## src/rtl/spi_master_txrx.sv

```systemverilog
// rtl/spi_master_txrx.sv - SPI mode-0 full-duplex shift engine driven by clkgen rise/fall strobes.
// Optional macro SPI_LSB_FIRST_EN selects LSB-first transmit/receive order (default MSB-first).
module spi_master_txrx #(
  parameter int DATA_W = 32,
  parameter int LEN_W  = 6
) (
  input  logic              clk,
  input  logic              rstn,
  input  logic [DATA_W-1:0] tx_data,
  input  logic [LEN_W-1:0]  tx_len,
  input  logic              tx_valid,
  output logic              tx_ready,
  output logic [DATA_W-1:0] rx_data,
  output logic              rx_valid,
  input  logic              rx_ready,
  input  logic              spi_rise,
  input  logic              spi_fall,
  output logic              clk_en,
  output logic              sdo,
  input  logic              sdi,
  output logic              busy
);

  typedef enum logic [1:0] {IDLE, XFER, DONE} state_t;

  state_t            state, state_d;
  logic [DATA_W-1:0] tx_shift;
  logic [DATA_W-1:0] rx_next;
  logic [LEN_W-1:0]  bits_left;
  logic [LEN_W-1:0]  len_eff;
  logic              rise_seen;
  logic              load;
  logic              load_bit;
  logic              fall_bit;

  assign len_eff = (tx_len == '0 || tx_len > LEN_W'(DATA_W)) ? LEN_W'(DATA_W) : tx_len;

  // Gated by rstn so tx_ready reads low while reset is held.
  assign tx_ready = rstn && (state == IDLE);
  assign clk_en   = (state == XFER);
  assign busy     = (state != IDLE);
  assign load     = tx_valid && tx_ready;

`ifdef SPI_LSB_FIRST_EN
  localparam int IDX_W = $clog2(DATA_W);
  logic [DATA_W-1:0] rx_shift;
  logic [LEN_W-1:0]  len_r;
  logic [IDX_W-1:0]  ins_idx;

  // First sampled bit walks down from len_eff-1 and finishes in bit 0.
  assign ins_idx  = IDX_W'(len_r - LEN_W'(1));
  assign rx_next  = (rx_shift >> 1) | ({{(DATA_W-1){1'b0}}, sdi} << ins_idx);
  assign load_bit = tx_data[0];
  assign fall_bit = tx_shift[1];
`else
  localparam int IDX_W = $clog2(DATA_W);
  logic [DATA_W-2:0] rx_shift;
  logic [IDX_W-1:0]  load_idx;
  logic [IDX_W-1:0]  fall_idx;

  assign load_idx = IDX_W'(len_eff - LEN_W'(1));
  // After k rises bits_left = len-k, so the next bit to present is bits_left-1.
  assign fall_idx = IDX_W'(bits_left - LEN_W'(1));
  assign rx_next  = {rx_shift, sdi};
  assign load_bit = tx_data[load_idx];
  assign fall_bit = tx_shift[fall_idx];
`endif

  always_ff @(posedge clk or negedge rstn) begin
    if (!rstn) begin
      state <= IDLE;
    end else begin
      state <= state_d;
    end
  end

  always_comb begin
    state_d = state;
    case (state)
      IDLE: if (load) state_d = XFER;
      XFER: if (spi_rise && bits_left == LEN_W'(1)) state_d = DONE;
      DONE: if (rx_ready) state_d = IDLE;
      default: state_d = IDLE;
    endcase
  end

  always_ff @(posedge clk or negedge rstn) begin
    if (!rstn) begin
      tx_shift  <= '0;
      rx_shift  <= '0;
      rx_data   <= '0;
      rx_valid  <= 1'b0;
      bits_left <= '0;
      rise_seen <= 1'b0;
      sdo       <= 1'b0;
`ifdef SPI_LSB_FIRST_EN
      len_r     <= '0;
`endif
    end else if (load) begin
      tx_shift  <= tx_data;
      rx_shift  <= '0;
      bits_left <= len_eff;
      rise_seen <= 1'b0;
      sdo       <= load_bit;
`ifdef SPI_LSB_FIRST_EN
      len_r     <= len_eff;
`endif
    end else if (state == XFER) begin
      // Rise wins if clkgen ever emits both strobes together.
      if (spi_rise) begin
`ifdef SPI_LSB_FIRST_EN
        rx_shift  <= rx_next;
`else
        rx_shift  <= rx_next[DATA_W-2:0];
`endif
        bits_left <= bits_left - LEN_W'(1);
        rise_seen <= 1'b1;
        if (bits_left == LEN_W'(1)) begin
          rx_data  <= rx_next;
          rx_valid <= 1'b1;
        end
      end else if (spi_fall && rise_seen && bits_left != '0) begin
        sdo <= fall_bit;
`ifdef SPI_LSB_FIRST_EN
        tx_shift <= tx_shift >> 1;
`endif
      end
    end else if (state == DONE && rx_ready) begin
      rx_valid <= 1'b0;
    end
  end

endmodule

```

## config.mk

```make
export PLATFORM = sky130hd
export DESIGN_NAME = spi_master_txrx
export DESIGN_NICKNAME = d
export VERILOG_FILES = /design/src/rtl/spi_master_txrx.sv
export SDC_FILE = /design/constraint.sdc
export NUM_CORES = 1
export LEC_CHECK = 0
export BUFFER_PORTS_ARGS = -buffer_cell sky130_fd_sc_hd__clkbuf_2
export CELL_PAD_IN_SITES_DETAIL_PLACEMENT = 0
export CELL_PAD_IN_SITES_GLOBAL_PLACEMENT = 1
export CORE_UTILIZATION = 47
export CTS_CLUSTER_SIZE = 20
export DETAILED_ROUTE_END_ITERATION = 8
export GPL_ROUTABILITY_DRIVEN = 0
export PLACE_DENSITY_LB_ADDON = 0.12
export SKIP_LAST_GASP = 1
export SYNTH_ARGS = -nofsm -noshare
export SYNTH_HDL_FRONTEND = slang
export SYNTH_SLANG_ARGS = --single-unit
```

## constraint.sdc

```tcl
create_clock -name clk -period 7.8 [get_ports clk]
set_clock_uncertainty 0.15 [all_clocks]
set_input_delay 1.17 -clock clk [delete_from_list [all_inputs] [get_ports clk]]
set_output_delay 1.17 -clock clk [all_outputs]
set_load 0.005 [all_outputs]
```

==> flow_summary.toml <==
[yosys]
synth_compound_gate_area_share_pct = 3.292
synth_top_family_by_area = "simple AND/OR/NAND/NOR gates"
ys_top_cells_by_area = "dfrtp_1, nand2_1, mux2_2"
yosys.area_share.simple_pct = 20.55
yosys-mux-area-fraction_pct = 16.72
syn_nets = 518
ys_types = 34
synth_xor_area_share_pct = 1.415
yosys.area.top_type_share_pct = 54.53
synthCells = 470
synthAdderAreaFrac_pct = 0.7716
syn_area_mm2 = 0.004865
avgSynthCellArea_um2 = 10.35
ys_seq_area_share_pct = 54.53
yosys_warnings = 0
synth_top_area_cell = "dfrtp_1"
ys_ff_latch = 106

[timing]
maxSlewHeadroom_pct = 15.03
setup_viol = 0
fin_crit_sh_pct = 48.48
report.final.slew_viol_count = 0
max_freq_mhz = 264.5
rsz0062_at_grt = "no"
tightest_slew_ns = 1.271
setup-tns-final_ns = 0
min_period_ns = 3.781
fin_ws_ns = 4.019
final_hold_viol_count = 0

[grt]
grt_max_degree = 68
overflow = 0
grt_pass1_vias = 3536
antenna_found_initial = 0
grtUsageTotal_pct = 20.70
grt_pass1_wl_mm = 17.68

[cts]
cts_tree = "done"
ctsResizeCount = 0
post-cts-setup-buffers = 0
cts-root-buf = "clkbuf_8"
cts-hold-fix-buffers = 0
htreeDepth = 3
cts_buffers = 9
clock_latency_ns = 0.37
cts.sinks = 106
cts_buffer_depth = 2
clk_pin_slew_worst_paths_ns = 0.10

[job]
max-cap-violations = 0

[final_layout]
nNetsFinal = 586
syn2layout_area_growth_pct = 13.91
antenna_cells = 0
layout-drive-gt1-share_pct = 27.81
stdcell_count = 676
fill_cells = 908
final_common_cell = "nand2_1"
final_cell_mix = "nand2_1, dfrtp_1, clkbuf_2, nand3_1, mux2_2"

[power]
leakage_nw = 2.961
clockPowerShare_pct = 18.0
comb_power_share_pct = 33.4
switchingPower_mw = 0.6158
power.share.sequential_pct = 48.6
power_switching_share_pct = 35.41
pwr_density_cell_mw_per_mm2 = 313.9
p_int_mw = 1.124
ir_worst_vdd_mv = 0.1875

[floorplanning]
fp.dieW_um = 103.7
io_pins = 82
die_h_um = 103.7
dieArea_mm2 = 0.01076
placeableCoreArea_mm2 = 0.009910
start_util_pct = 49.09
rows = 36

[worst_setup_path]
start_kind = "primary input"
endpoint_kind = "flip-flop"
crit_path_max_fanout = 11
cp.required_ns = 7.89
crit_type = "primary input to flip-flop"
cp.arrival_ns = 3.87

[placement]
dp_hpwl_mm = 7.009
dpl_worst_slack_ns = 3.605
io_buffers = 81
dp_cells = 660

[detailed_routing]
ant_nets = 0
drt-initial-drc-count = 182
drt_first_pass_iters = 4
routed_wl_mm = 10.42
drc_errors = 0
vias = 3623
wl_per_cell_um = 15.41
vias_per_cell = 5.359

[hold_path]
min_path_type = "flip-flop to flip-flop"

[run_status]
status = "finished, final reports clean"
power groups by stage:
| stage | Sequential [mW] | Clock (mW) | Combinational (mW) |
|---|---|---|---|
| finish | 0.845 | 0.314 | 0.581 |
| global route | 0.868 | 0.346 | 0.654 |
| CTS | 0.845 | 0.325 | 0.588 |
| detailed placement | 0.855 | 0 | 0.586 |
| global placement | 0.850 | 0 | 0.573 |
| floorplan | 0.801 | 0 | 0.457 |
synthesized netlist by cell type:
library cell	instances
nand2_1	169
dfrtp_1	106
nand3_1	36
mux2_2	33
clkbuf_1	20
nor2_1	14
mux4_2	13
a21oi_1	7
mux2i_1	7
o21ai_0	7
buf_1	6
inv_1	5
xnor2_1	5
a22oi_1	4
nor2b_1	4
nor3_1	4
nor4_1	4
ha_1	3
mux4_1	3
a21o_1	2
and2_1	2
nand2b_1	2
nand3b_1	2
nor3b_1	2
a2111oi_2	1
a211o_1	1
a31oi_1	1
buf_2	1
buf_6	1
o22ai_1	1
o311ai_0	1
or4_1	1
xnor2_2	1
xor2_1	1
metal layers:
layer | GRT usage [%] | routed length, um
met2 | 32.26 | 4813
met1 | 29.08 | 4950
met3 | 4.846 | 520
met5 | 0 | 0
met4 | 6.020 | 133
worst paths after layout:
| kind | startpoint | end | slack [ns] | depth (start not counted) |
|---|---|---|---|---|
| max in group asynchronous | rstn | rx_data[19] | 5.64 | 2 |
| hold reg to reg | tx_shift[24] | tx_shift[24] | 0.33 | 2 |
| hold / removal | tx_shift[24] | tx_shift[24] | 0.33 | 2 |
| setup / recovery | tx_len[5] | sdo | 4.02 | 8 |
| min in group asynchronous | rstn | tx_shift[8] | 0.64 | 1 |
| setup reg to reg | bits_left[0] | sdo | 4.38 | 7 |
per-stage QoR:
step	area [um^2]	hold WS, ns	utilization, %	total power, mW
CTS	5542	0.3312	55.92	1.759
floorplan	4865	0.2873	-	1.258
detailed placement	5363	0.3078	54.12	1.442
finish	5542	0.3256	55.92	1.739
global route	5542	0.3513	55.92	1.868
global placement	5363	0.3031	54.12	1.423
cell type report:
class / count / area (um^2) / area share [%]
Clock inverter: 6 / 41.29 / 0.7451
Inverter: 5 / 18.77 / 0.3387
Multi-Input combinational cell: 331 / 2087 / 37.66
Clock buffer: 10 / 137.6 / 2.484
Sequential cell: 106 / 2653 / 47.87
Tap cell: 133 / 166.4 / 3.003
Timing Repair Buffer: 85 / 437.9 / 7.902
critical path: stages:
cell	delay, ns
clkbuf_2	0.13
nand2b_1	0.43
ha_1	0.40
xnor2_2	0.45
mux4_2	0.58
mux2i_1	0.17
nor2_1	0.05
or4_1	0.49
cell families after synthesis:
logic type,after synthesis
and+or+nand+nor,240
DFF,106
muxes,56
buffers and inverters,33
AOI/OAI and AO/OA,25
xor gates and xnor gates,7
adders and majority gates,3
registers in the layout, indices dropped and copies added (netlist names):
register and flops:
rx_data 32, tx_shift 32, rx_shift 31, bits_left 6
state 2, rise_seen 1, rx_valid 1, sdo 1
Power figures use the tool's default switching activity.
